[src/rtl/gj_axis_uart_rx.sv]
// gj_axis_uart_rx -- UART bit-level receiver feeding the AXIS packet assembler.
//
// Oversamples uart_rxd 16x, deframes start/8 data/optional parity/1-2 stop bits
// and emits one byte per frame as a one-cycle valid pulse (no backpressure).
//
// Ports
//   clk, rst        system clock, synchronous active-high reset
//   baud_div        clocks per sample tick (0 behaves as 1); bit = 16 sample ticks
//   parity_en       parity bit present after data
//   parity_odd      1 = odd parity, 0 = even
//   stop2           check two stop bits
//   uart_rxd        asynchronous serial line, idle high
//   rx_tvalid       one-cycle pulse per received frame
//   rx_tdata        received byte (LSB first on the wire), held until next pulse
//   rx_tuser        parity or framing error for this byte (qualified by rx_tvalid)
//   bit_tick        free-running pulse once per bit time (assembler clk_en)
//   err_parity      sticky parity error flag
//   err_frame       sticky framing error flag
module gj_axis_uart_rx #(
  parameter int DIV_W       = 16,
  parameter int OVS         = 16,
  parameter int SYNC_STAGES = 2
) (
  input  logic             clk,
  input  logic             rst,
  input  logic [DIV_W-1:0] baud_div,
  input  logic             parity_en,
  input  logic             parity_odd,
  input  logic             stop2,
  input  logic             uart_rxd,
  output logic             rx_tvalid,
  output logic [7:0]       rx_tdata,
  output logic             rx_tuser,
  output logic             bit_tick,
  output logic             err_parity,
  output logic             err_frame
);

  localparam logic [3:0] PH_LAST = 4'(OVS - 1);

  typedef enum logic [2:0] {IDLE, START, DATA, PARITY, STOP1, STOP2, BRK} stateT;
  stateT state, stateNext;

  logic [SYNC_STAGES-1:0] syncQ;
  logic [SYNC_STAGES-1:0] vldPipe;   // marks synchronizer stages holding real line samples
  logic                   rxS, rxPrev, fallEdge;

  logic [DIV_W-1:0] divCnt, reload;
  logic             sampleTick;
  logic [3:0]       phase, phNext, bitPh;
  logic             s7, s8, decBit, decide, bitEnd;

  logic [7:0] shiftReg;
  logic [2:0] dataCnt;
  logic       parErr, emit, frmNow;

  assign rxS = syncQ[SYNC_STAGES-1];
  // rxPrev only goes high once a genuine high has been synchronized, so a line
  // already low when reset releases never looks like a start edge.
  assign fallEdge = rxPrev & ~rxS;

  assign reload     = (baud_div == '0) ? '0 : baud_div - DIV_W'(1);
  assign sampleTick = (divCnt == '0);

  // phase counts sample ticks since the bit started; a tick is "at phase p"
  // when it brings the count to p.
  assign phNext = phase + 4'd1;
  assign decide = sampleTick && (phNext == 4'd9);
  assign bitEnd = sampleTick && (phase == PH_LAST);
  assign decBit = (s7 & s8) | (s7 & rxS) | (s8 & rxS);

  always_ff @(posedge clk) begin
    if (rst) state <= IDLE;
    else     state <= stateNext;
  end

  always_comb begin
    stateNext = state;
    emit      = 1'b0;
    frmNow    = 1'b0;
    case (state)
      IDLE:   if (fallEdge) stateNext = START;
      START: begin
        if (decide && decBit) stateNext = IDLE;   // glitch, not a start bit
        else if (bitEnd)      stateNext = DATA;
      end
      DATA:   if (bitEnd && dataCnt == 3'd7) stateNext = parity_en ? PARITY : STOP1;
      PARITY: if (bitEnd) stateNext = STOP1;
      STOP1: begin
        if (decide) begin
          if (!decBit) begin
            emit = 1'b1; frmNow = 1'b1; stateNext = BRK;
          end else if (!stop2) begin
            emit = 1'b1; stateNext = IDLE;
          end
        end else if (bitEnd && stop2) begin
          stateNext = STOP2;
        end
      end
      STOP2: begin
        if (decide) begin
          emit = 1'b1;
          if (!decBit) begin frmNow = 1'b1; stateNext = BRK; end
          else         stateNext = IDLE;
        end
      end
      BRK:     if (rxS) stateNext = IDLE;     // wait out a held-low line
      default: stateNext = IDLE;
    endcase
  end

  always_ff @(posedge clk) begin
    if (rst) begin
      syncQ      <= '1;
      vldPipe    <= '0;
      rxPrev     <= 1'b0;
      divCnt     <= '0;
      phase      <= '0;
      bitPh      <= '0;
      bit_tick   <= 1'b0;
      s7         <= 1'b0;
      s8         <= 1'b0;
      shiftReg   <= '0;
      dataCnt    <= '0;
      parErr     <= 1'b0;
      rx_tvalid  <= 1'b0;
      rx_tdata   <= '0;
      rx_tuser   <= 1'b0;
      err_parity <= 1'b0;
      err_frame  <= 1'b0;
    end else begin
      syncQ   <= {syncQ[SYNC_STAGES-2:0], uart_rxd};
      vldPipe <= {vldPipe[SYNC_STAGES-2:0], 1'b1};
      rxPrev  <= vldPipe[SYNC_STAGES-1] & rxS;

      // Start edge realigns the sample grid so phase 8 lands mid-bit.
      if (state == IDLE && fallEdge) begin
        divCnt <= reload;
        phase  <= '0;
      end else begin
        divCnt <= sampleTick ? reload : divCnt - DIV_W'(1);
        if (sampleTick) phase <= phNext;
      end

      // bit_tick has its own tick count and is never realigned.
      if (sampleTick) bitPh <= bitPh + 4'd1;
      bit_tick <= sampleTick && (bitPh == 4'hF);

      if (sampleTick && phNext == 4'd7) s7 <= rxS;
      if (sampleTick && phNext == 4'd8) s8 <= rxS;

      if (state == IDLE) begin
        dataCnt <= '0;
        parErr  <= 1'b0;
      end
      if (state == DATA && decide) shiftReg <= {decBit, shiftReg[7:1]};
      if (state == DATA && bitEnd) dataCnt  <= dataCnt + 3'd1;
      if (state == PARITY && decide) parErr <= ^{shiftReg, decBit, parity_odd};

      rx_tvalid <= emit;
      if (emit) begin
        rx_tdata <= shiftReg;
        rx_tuser <= parErr | frmNow;
        if (parErr) err_parity <= 1'b1;
        if (frmNow) err_frame  <= 1'b1;
      end
    end
  end

endmodule

[config.mk]
export PLATFORM = sky130hd
export DESIGN_NAME = gj_axis_uart_rx
export DESIGN_NICKNAME = d
export VERILOG_FILES = /design/src/rtl/gj_axis_uart_rx.sv
export SDC_FILE = /design/constraint.sdc
export NUM_CORES = 1
export LEC_CHECK = 0
export BUFFER_PORTS_ARGS = -buffer_cell sky130_fd_sc_hd__buf_2
export CORE_ASPECT_RATIO = 1.75
export CORE_MARGIN = 4
export CORE_UTILIZATION = 59
export DETAILED_ROUTE_END_ITERATION = 8
export GPL_ROUTABILITY_DRIVEN = 0
export GPL_TIMING_DRIVEN = 0
export PLACE_DENSITY = 0.8
export SLEW_MARGIN = 30
export SYNTH_ARGS = -nofsm -noshare
export SYNTH_HDL_FRONTEND = slang
export SYNTH_SLANG_ARGS = --single-unit
[constraint.sdc]
create_clock -name clk -period 3.3 [get_ports clk]
set_input_delay 0.66 -clock clk [delete_from_list [all_inputs] [get_ports clk]]
set_output_delay 0.66 -clock clk [all_outputs]
set_load 0.1 [all_outputs]
==> results by group, run 1 <==
Timing
  • Max Slew Vio Count: 0
  • Fmax: 0.348 GHz
  • RSZ-0062 raised after global routing: false
  • Final min period: 2.87 ns
  • Clk_skew: 0.0110 ns
  • Hold Fails Final Rpt: 0
  • Fin crit share: 87.0%
  • Final worst-path setup slack: 0.427 ns
  • Final setup violation count: 0
  • Max-slew headroom: 46.9%
  • Post-Route Setup TNS: 0 ns
  • Slew @ Worst Pin: 0.792 ns

CTS
  • Root Buffer: clkbuf_8
  • Post-CTS Hold Fix Bufs: 0
  • Depth of the CTS H-tree: 3
  • Clk_lat worst skew: 0.35 ns
  • Num CTS Buffers: 9
  • Clock sinks: 59
  • Post-CTS sizing: 0
  • Max Buffers Root-to-Sink: 2
  • Clock Pin Slew Worst Setup and Hold Paths: 0.07 ns
  • Post-CTS setup buffer count: 0
  • CTS tree: done

Layout
  • Fillcell total: 452
  • Antenna cells: 0
  • Area grow syn2layout: 15.0%
  • Final net count: 453
  • Finished Cell Area: 0.00372 mm²
  • Share of layout cells above drive strength 1: 16.0%

Worst setup path
  • Critical Path Start: phase[0]
  • Worst Path Required: 3.52 ns
  • CP Launch Type: flip-flop
  • Max incr delay on CP: 0.66 ns
  • Worst Reg2Reg Path Length in Cells: 8
  • Worst R2R End: rx_tdata[6]
  • Critical Path End: rx_tdata[6]
  • Reg2reg setup slack: 0.43 ns
  • Reg-to-reg startpoint: phase[0]
  • Slowest CP cell: nor3_1
  • CP Class: reg -> reg
  • Crit path capture type: flip-flop
  • Critical Path Fanout Max: 10
  • Worst path cell trace: ha_1 -> nand2_1 -> a21oi_1 -> o2111ai_4 -> nor3_1 -> buf_4 -> mux2i_1 -> nor2_1
  • Critical Path AT: 3.09 ns

Logic synthesis
  • Syn Inst Count: 377
  • Largest family of logic cells by synthesized area: simple AND/OR/NAND/NOR gates
  • Top FF cell, synth: dfxtp_1
  • Distinct cells, synth: 57
  • Mapped Nets: 409
  • Avg Cell Area, Syn: 8.58 µm²
  • Simple-gate share of the synthesized area: 24.4%
  • Cell Area, Synth: 0.00324 mm²
  • Post-synthesis adder-cell area fraction: 4.18%
  • Post-synthesis xor/xnor area fraction: 10.6%
  • Post-synth EDFFs: 0
  • Syn. warnings: 0
  • Flops & latches, synth: 59
  • Synth Area in Compound Gates: 13.2%
  • Register area share after synthesis: 36.5%
  • Mux contribution to synthesized area: 7.15%
  • Ys async rst share: 0%

Power and ir drop
  • Max IR drop VDD: 0.432 mV
  • Cell Pwr Density: 688 mW/mm²
  • LEAKAGE: 1.48 nW

Routing
  • DR pass1 iterations: 4
  • Via count: 2,799
  • Wire per inst: 14.3 µm
  • Drt drc: 0
  • Post-DR vias/cell: 5.60
  • Post-Route WL: 7.15 mm
  • DRT iter0 DRCs: 157
  • Final antenna-violating net count: 0

Floorplanning
  • Die H: 106 µm
  • Core ar.: 0.00530 mm²
  • Die area: 0.00678 mm²
  • I/O pins: 35
  • Row count: 35
  • Die span in x: 64.0 µm
  • Starting Density: 61.1%

Status
  • Status: finished, final reports clean

Placement
  • PortBufs: 33
  • DP Area: 0.00349 mm²
  • DP Worst Slack: 0.528 ns
  • Dpl hpwl: 5.34 mm

Global routing
  • First-pass GRT wire length: 12.2 mm
  • Antenna violations before repair: 0
  • All-Layer GR Usage: 22.5%
  • Gr ovfl total: 0
  • Number of global-route vias before repair: 2,786
  • Pin count of the biggest net entering global routing: 12

Min path
  • Hold WC Path Type: reg -> reg

Flow run
  • Total of max-cap violations: 0
## per-layer routing
| layer | global-route usage, % | vias to the layer above | wire (µm) |
|---|---|---|---|
| met5 | 0 | - | 0 |
| met4 | 11.4 | 0 | 206 |
| met3 | 5.18 | 22 | 329 |
| met2 | 40.8 | 74 | 3810 |
| met1 | 23.5 | 1286 | 2800 |
| li1 | - | 1417 | - |
## final cells by class
type / count / area [µm²] / area share [%]
buffer: 19 / 81.3 / 2.19
sequential: 59 / 1180 / 31.8
inverter: 13 / 48.8 / 1.31
clock inverter: 6 / 88.8 / 2.39
multi-input combinational: 286 / 1920 / 51.7
tap: 74 / 92.6 / 2.49
timing repair buffer: 33 / 165 / 4.44
clock buffer: 10 / 138 / 3.70
## synth_stat cells, drive strengths merged, types with 2 or more instances
| cell type | number | share of area (%) |
|---|---|---|
| nor2 | 70 | 8.1 |
| dfxtp | 59 | 37 |
| mux2i | 22 | 6.8 |
| nor3 | 20 | 3.2 |
| xnor2 | 20 | 5.4 |
| nand2 | 19 | 2.2 |
| xor2 | 19 | 5.1 |
| clkbuf | 13 | 1.5 |
| inv | 13 | 1.5 |
| ha | 10 | 3.9 |
| a31oi | 9 | 1.7 |
| or4 | 7 | 1.7 |
| a21oi | 6 | 0.93 |
| buf | 6 | 1.0 |
| o22a | 6 | 1.6 |
| a211oi | 5 | 1.2 |
| nand3 | 5 | 0.77 |
| or2 | 5 | 1.0 |
| nor2b | 4 | 0.77 |
| nor3b | 4 | 0.93 |
| o21ai | 4 | 0.62 |
| or3 | 4 | 0.77 |
| a22oi | 3 | 0.70 |
| nand2b | 3 | 0.58 |
| nand4 | 3 | 0.58 |
| nor4 | 3 | 0.58 |
| nor4b | 3 | 0.81 |
| a22o | 2 | 0.54 |
| a311oi | 2 | 0.54 |
| and3 | 2 | 0.39 |
| o211ai | 2 | 0.46 |
| o22ai | 2 | 0.39 |
| o31ai | 2 | 0.46 |
| o32ai | 2 | 0.77 |
## worst max-delay path: cells and delay by family (launching register included)
kind	cells	cell delay [ns]
AOI/OAI and AO/OA	2	0.57
muxes	1	0.21
adders and majority gates	1	0.36
buffers and inverters	1	0.32
and+or+nand+nor	3	0.81
DFF	1	0.48
## how the worst min path moves through the flow
| stage | startpoint | slack, ns | end | depth (start not counted) |
|---|---|---|---|---|
| after floorplan | syncQ[0] | 0.39 | syncQ[1] | 1 |
| after global placement | syncQ[0] | 0.39 | syncQ[1] | 1 |
| after detailed placement | syncQ[0] | 0.41 | syncQ[1] | 1 |
| after CTS | syncQ[0] | 0.42 | syncQ[1] | 1 |
| after global routing | syncQ[0] | 0.44 | syncQ[1] | 1 |
| final | syncQ[0] | 0.42 | syncQ[1] | 1 |
## stage by stage
step | hold slack, ns | power (mW) | util, % | cells
6_report | 0.417 | 2.56 | 70.2 | 500
5_1_grt | 0.437 | 2.72 | 70.2 | 500
4_1_cts | 0.423 | 2.56 | 70.2 | 500
3_5_place_dp | 0.408 | 1.81 | 65.9 | 484
3_3_place_gp | 0.392 | 1.79 | 65.9 | 484
2_1_floorplan | 0.389 | 1.63 | - | 377
## power by group
part           internal [mW]  switching [mW]
logic                  0.390           0.520
registers              0.803           0.106
clock network          0.445           0.297
total                   1.64           0.922
## registers in the layout (all words and copies together), names as in the netlist, 2 cells and up
name,count
rx_tdata,8
divCnt,16
vldPipe,2
syncQ,2
shiftReg,8
phase,4
bitPh,4
dataCnt,3
state,3
## cell usage in the layout, fill, tap and decap left out, types with 2 or more instances in the layout
| cell | synthesis | routed |
|---|---|---|
| nor4b_1 | 3 | 3 |
| nor2b_1 | 4 | 4 |
| a31oi_1 | 9 | 9 |
| clkbuf_1 | 13 | 13 |
| a22oi_1 | 3 | 3 |
| buf_2 | 5 | 38 |
| nand3_1 | 5 | 5 |
| nor4_1 | 3 | 3 |
| nor3b_1 | 4 | 4 |
| nor3_1 | 19 | 19 |
| o22a_1 | 6 | 6 |
| a21oi_1 | 6 | 6 |
| nor2_1 | 70 | 70 |
| o31ai_1 | 2 | 2 |
| nand2_1 | 19 | 19 |
| o211ai_1 | 2 | 2 |
| nand2b_1 | 3 | 3 |
| or2_2 | 4 | 4 |
| mux2i_1 | 22 | 22 |
| bufinv_16 | 0 | 2 |
| a211oi_1 | 5 | 5 |
| dfxtp_1 | 59 | 59 |
| a311oi_1 | 2 | 2 |
| or4_1 | 6 | 6 |
| and3_1 | 2 | 2 |
| a22o_1 | 2 | 2 |
| nand4_1 | 3 | 3 |
| clkbuf_8 | 0 | 10 |
| or3_1 | 4 | 4 |
| o21ai_0 | 4 | 4 |
| ha_1 | 10 | 10 |
| xor2_1 | 19 | 19 |
| o22ai_1 | 2 | 2 |
| inv_1 | 13 | 13 |
| clkinvlp_4 | 0 | 2 |
| xnor2_1 | 20 | 20 |
## logic make-up (layout without fill, tap and decap cells)
group                    count (synthesis)  after routing
AND/OR/NAND/NOR                        159            159
flip-flops                              59             59
AO/OA/AOI/OAI                           54             54
XOR/XNOR                                39             39
buffers and inverters                   32             81
multiplexers                            23             23
adder cells (fa/ha/maj)                 11             11
(Power assumes the default switching activity.)
==> inputs of run 2 (changes only) <==
--- a/config.mk
+++ b/config.mk
@@ -5,6 +5,7 @@
 export SDC_FILE = /design/constraint.sdc
 export NUM_CORES = 1
 export LEC_CHECK = 0
+export ABC_CLOCK_PERIOD_IN_PS = 2700
 export BUFFER_PORTS_ARGS = -buffer_cell sky130_fd_sc_hd__buf_2
 export CORE_ASPECT_RATIO = 1.75
 export CORE_MARGIN = 4
==> constraint.sdc (replaced) <==
create_clock -name clk -period 2.7 [get_ports clk]
set_input_delay 0.54 -clock clk [delete_from_list [all_inputs] [get_ports clk]]
set_output_delay 0.54 -clock clk [all_outputs]
set_load 0.1 [all_outputs]
==> run 2 against run 1 <==
Against the previous run:
- critical path depth unchanged
- register-to-register slack got worse by 0.36 ns
- via count rose by 0.54%
- sequential power rose by 22%
- critical path type unchanged
- sequential share of layout area decreased by 0.39 points
- die area stayed put
- cell count is the same
- largest power group is now combinational logic
- first-iteration DRC count increased by 7.6%
==> results by group, run 2 (same netlist as run 1, synthesis figures left out) <==
Power and ir drop
  • Total power: 3.18 mW (+24%)
  • LEAKAGE: 1.49 nW (+0.35%)
  • Max IR drop VDD: 0.541 mV (+25%)
  • Cell Pwr Density: 844 mW/mm² (+23%)

Timing
  • Slew @ Worst Pin: 0.665 ns (-0.127 ns)
  • RSZ-0062 raised after global routing: false
  • Max Slew Vio Count: 0 (unchanged)
  • Final setup violation count: 0 (unchanged)
  • Hold Fails Final Rpt: 0 (unchanged)
  • Final worst-path setup slack: 0.0697 ns (-0.358 ns)
  • Fin crit share: 97.4% (+10 points)
  • Post-Route Setup TNS: 0 ns (unchanged)
  • Final min period: 2.63 ns (-0.242 ns)
  • Fmax: 0.380 GHz (+9.2%)
  • Max-slew headroom: 55.5% (+8.6 points)
  • Hold WS: 0.385 ns (-0.0320 ns)
  • Clk_skew: 0.0117 ns (+0.000616 ns)

Min path
  • Hold depth: 2 (+1)
  • Worst Hold Path EP: syncQ[0]
  • Hold WC Path Type: in -> reg
  • Start point of the worst min-delay path: uart_rxd

Floorplanning
  • Starting Density: 61.1% (unchanged)
  • Die H: 106 µm (unchanged)
  • Core ar.: 0.00530 mm² (unchanged)
  • Row count: 35 (unchanged)
  • Die span in x: 64.0 µm (unchanged)
  • I/O pins: 35 (unchanged)
  • Die area: 0.00678 mm² (unchanged)

Placement
  • PortBufs: 33 (unchanged)
  • DP Worst Slack: -0.0716 ns (-0.600 ns)
  • Placed Cells incl. Taps: 484 (unchanged)
  • Dpl hpwl: 5.34 mm (unchanged)
  • DP Area: 0.00349 mm² (unchanged)

Routing
  • Via count: 2,814 (+0.54%)
  • M1 WL: 2.89 mm (+3.1%)
  • Max Used Layer: met4
  • Post-Route WL: 7.22 mm (+0.98%)
  • Drt drc: 0 (unchanged)
  • Post-DR vias/cell: 5.63 (+0.54%)
  • Routed wl met2: 3.85 mm (+0.97%)
  • DRT iter0 DRCs: 169 (+7.6%)
  • Wire per inst: 14.4 µm (+0.98%)
  • Final antenna-violating net count: 0 (unchanged)
  • DR pass1 iterations: 4 (unchanged)
  • Met3 routed WL: 305 µm (-7.3%)

CTS
  • Clock Pin Slew Worst Setup and Hold Paths: 0.07 ns (about the same)
  • Post-CTS Hold Fix Bufs: 0 (unchanged)
  • Clock sinks: 59 (unchanged)
  • Clk_lat worst skew: 0.35 ns (about the same)
  • Num CTS Buffers: 9 (unchanged)
  • Post-CTS setup buffer count: 0 (unchanged)
  • Root Buffer: clkbuf_8
  • Max Buffers Root-to-Sink: 2 (unchanged)
  • Depth of the CTS H-tree: 3 (unchanged)
  • CTS tree: done

Layout
  • Number of flip-flops in the largest register: 16 (unchanged)
  • Fin util: 71.1% (+0.94 points)
  • Largest registers: divCnt (16), rx_tdata (8), shiftReg (8)
  • Area grow syn2layout: 16.5%
  • Final cell count without fillers: 500 (unchanged)
  • Register with the most flip-flops: divCnt
  • Finished Cell Area: 0.00377 mm² (+1.3%)
  • Antenna cells: 0 (unchanged)
  • Final net count: 453 (unchanged)
  • Share of layout cells above drive strength 1: 17.6% (+1.6 points)
  • Leading cell type in the layout, fill and taps excluded: nor2_1
  • Commonest non-fill, non-tap cells in the layout: nor2_1, dfxtp_1, buf_2

Global routing
  • Number of global-route vias before repair: 2,787 (+0.036%)
  • Antenna violations before repair: 0 (unchanged)
  • Gr ovfl total: 0 (unchanged)
  • Pin count of the biggest net entering global routing: 12 (unchanged)
  • All-Layer GR Usage: 22.6% (+0.066 points)
  • First-pass GRT wire length: 12.2 mm (+0.35%)

Worst setup path
  • CP Launch Type: flip-flop
  • Max incr delay on CP: 0.61 ns (-0.05 ns)
  • Slowest CP cell: or4b_2
  • Reg2reg setup slack: 0.07 ns (-0.36 ns)
  • Worst path cell trace: inv_1 -> ha_4 -> or4b_2 -> or4_4 -> or2_4 -> o32ai_2 -> a31oi_1 -> a221oi_2
  • Reg-to-reg startpoint: divCnt[1]
  • Critical Path Fanout Max: 4 (-6)
  • CP Class: reg -> reg
  • Crit path capture type: flip-flop
  • Worst Reg2Reg Path Length in Cells: 8 (unchanged)
  • Worst Path Required: 2.95 ns (-0.57 ns)
  • Worst R2R End: state[2]
  • Critical Path AT: 2.88 ns (-0.21 ns)

Flow run
  • Total of max-cap violations: 0 (unchanged)

Status
  • Status: finished, final reports clean
## run 2: routing by layer
layer  GRT usage [%]  vias to the layer above
li1                -                     1420
met1            23.7                     1307
met3            5.18                       16
met2            40.8                       71
met5               0                        -
met4            11.4                        0
## run 2: final cells by class
type	instances	area [µm²]
plain buffers	19	90.1
clock buffers	10	138
clock inverters	6	88.8
fillers	438	1530
inverters	13	48.8
multi-input cells	286	1960
flip-flops and latches	59	1180
well taps	74	92.6
repair buffers	33	165
## run 2: power by group
group | switching [mW] | internal (mW)
clock | 0.363 | 0.544
combinational | 0.662 | 0.501
sequential | 0.131 | 0.983
total | 1.16 | 2.03
## run 2: worst max-delay path by stage
stage / to / startpoint / depth (start not counted)
after global placement: rx_tdata[4] / divCnt[6] / 8
after global routing: state[2] / divCnt[0] / 8
after CTS: state[2] / divCnt[0] / 8
final: state[2] / divCnt[1] / 8
after floorplan: state[2] / divCnt[0] / 8
after detailed placement: rx_tdata[6] / phase[1] / 8
## run 2: repair_timing
item	4_1_cts	5_1_grt
pin swaps	0	1
endpoints found under the hold margin	0	0
setup endpoints to repair	11	33
gates resized for setup	3	10
## run 2: worst max-delay path, delay by kind of cell (launching register included)
kind                       cells  cell delay, ns
adders and majority gates      1            0.16
buffers and inverters          1            0.09
and+or+nand+nor                3            1.36
AOI/OAI and AO/OA              3            0.60
DFF                            1            0.33
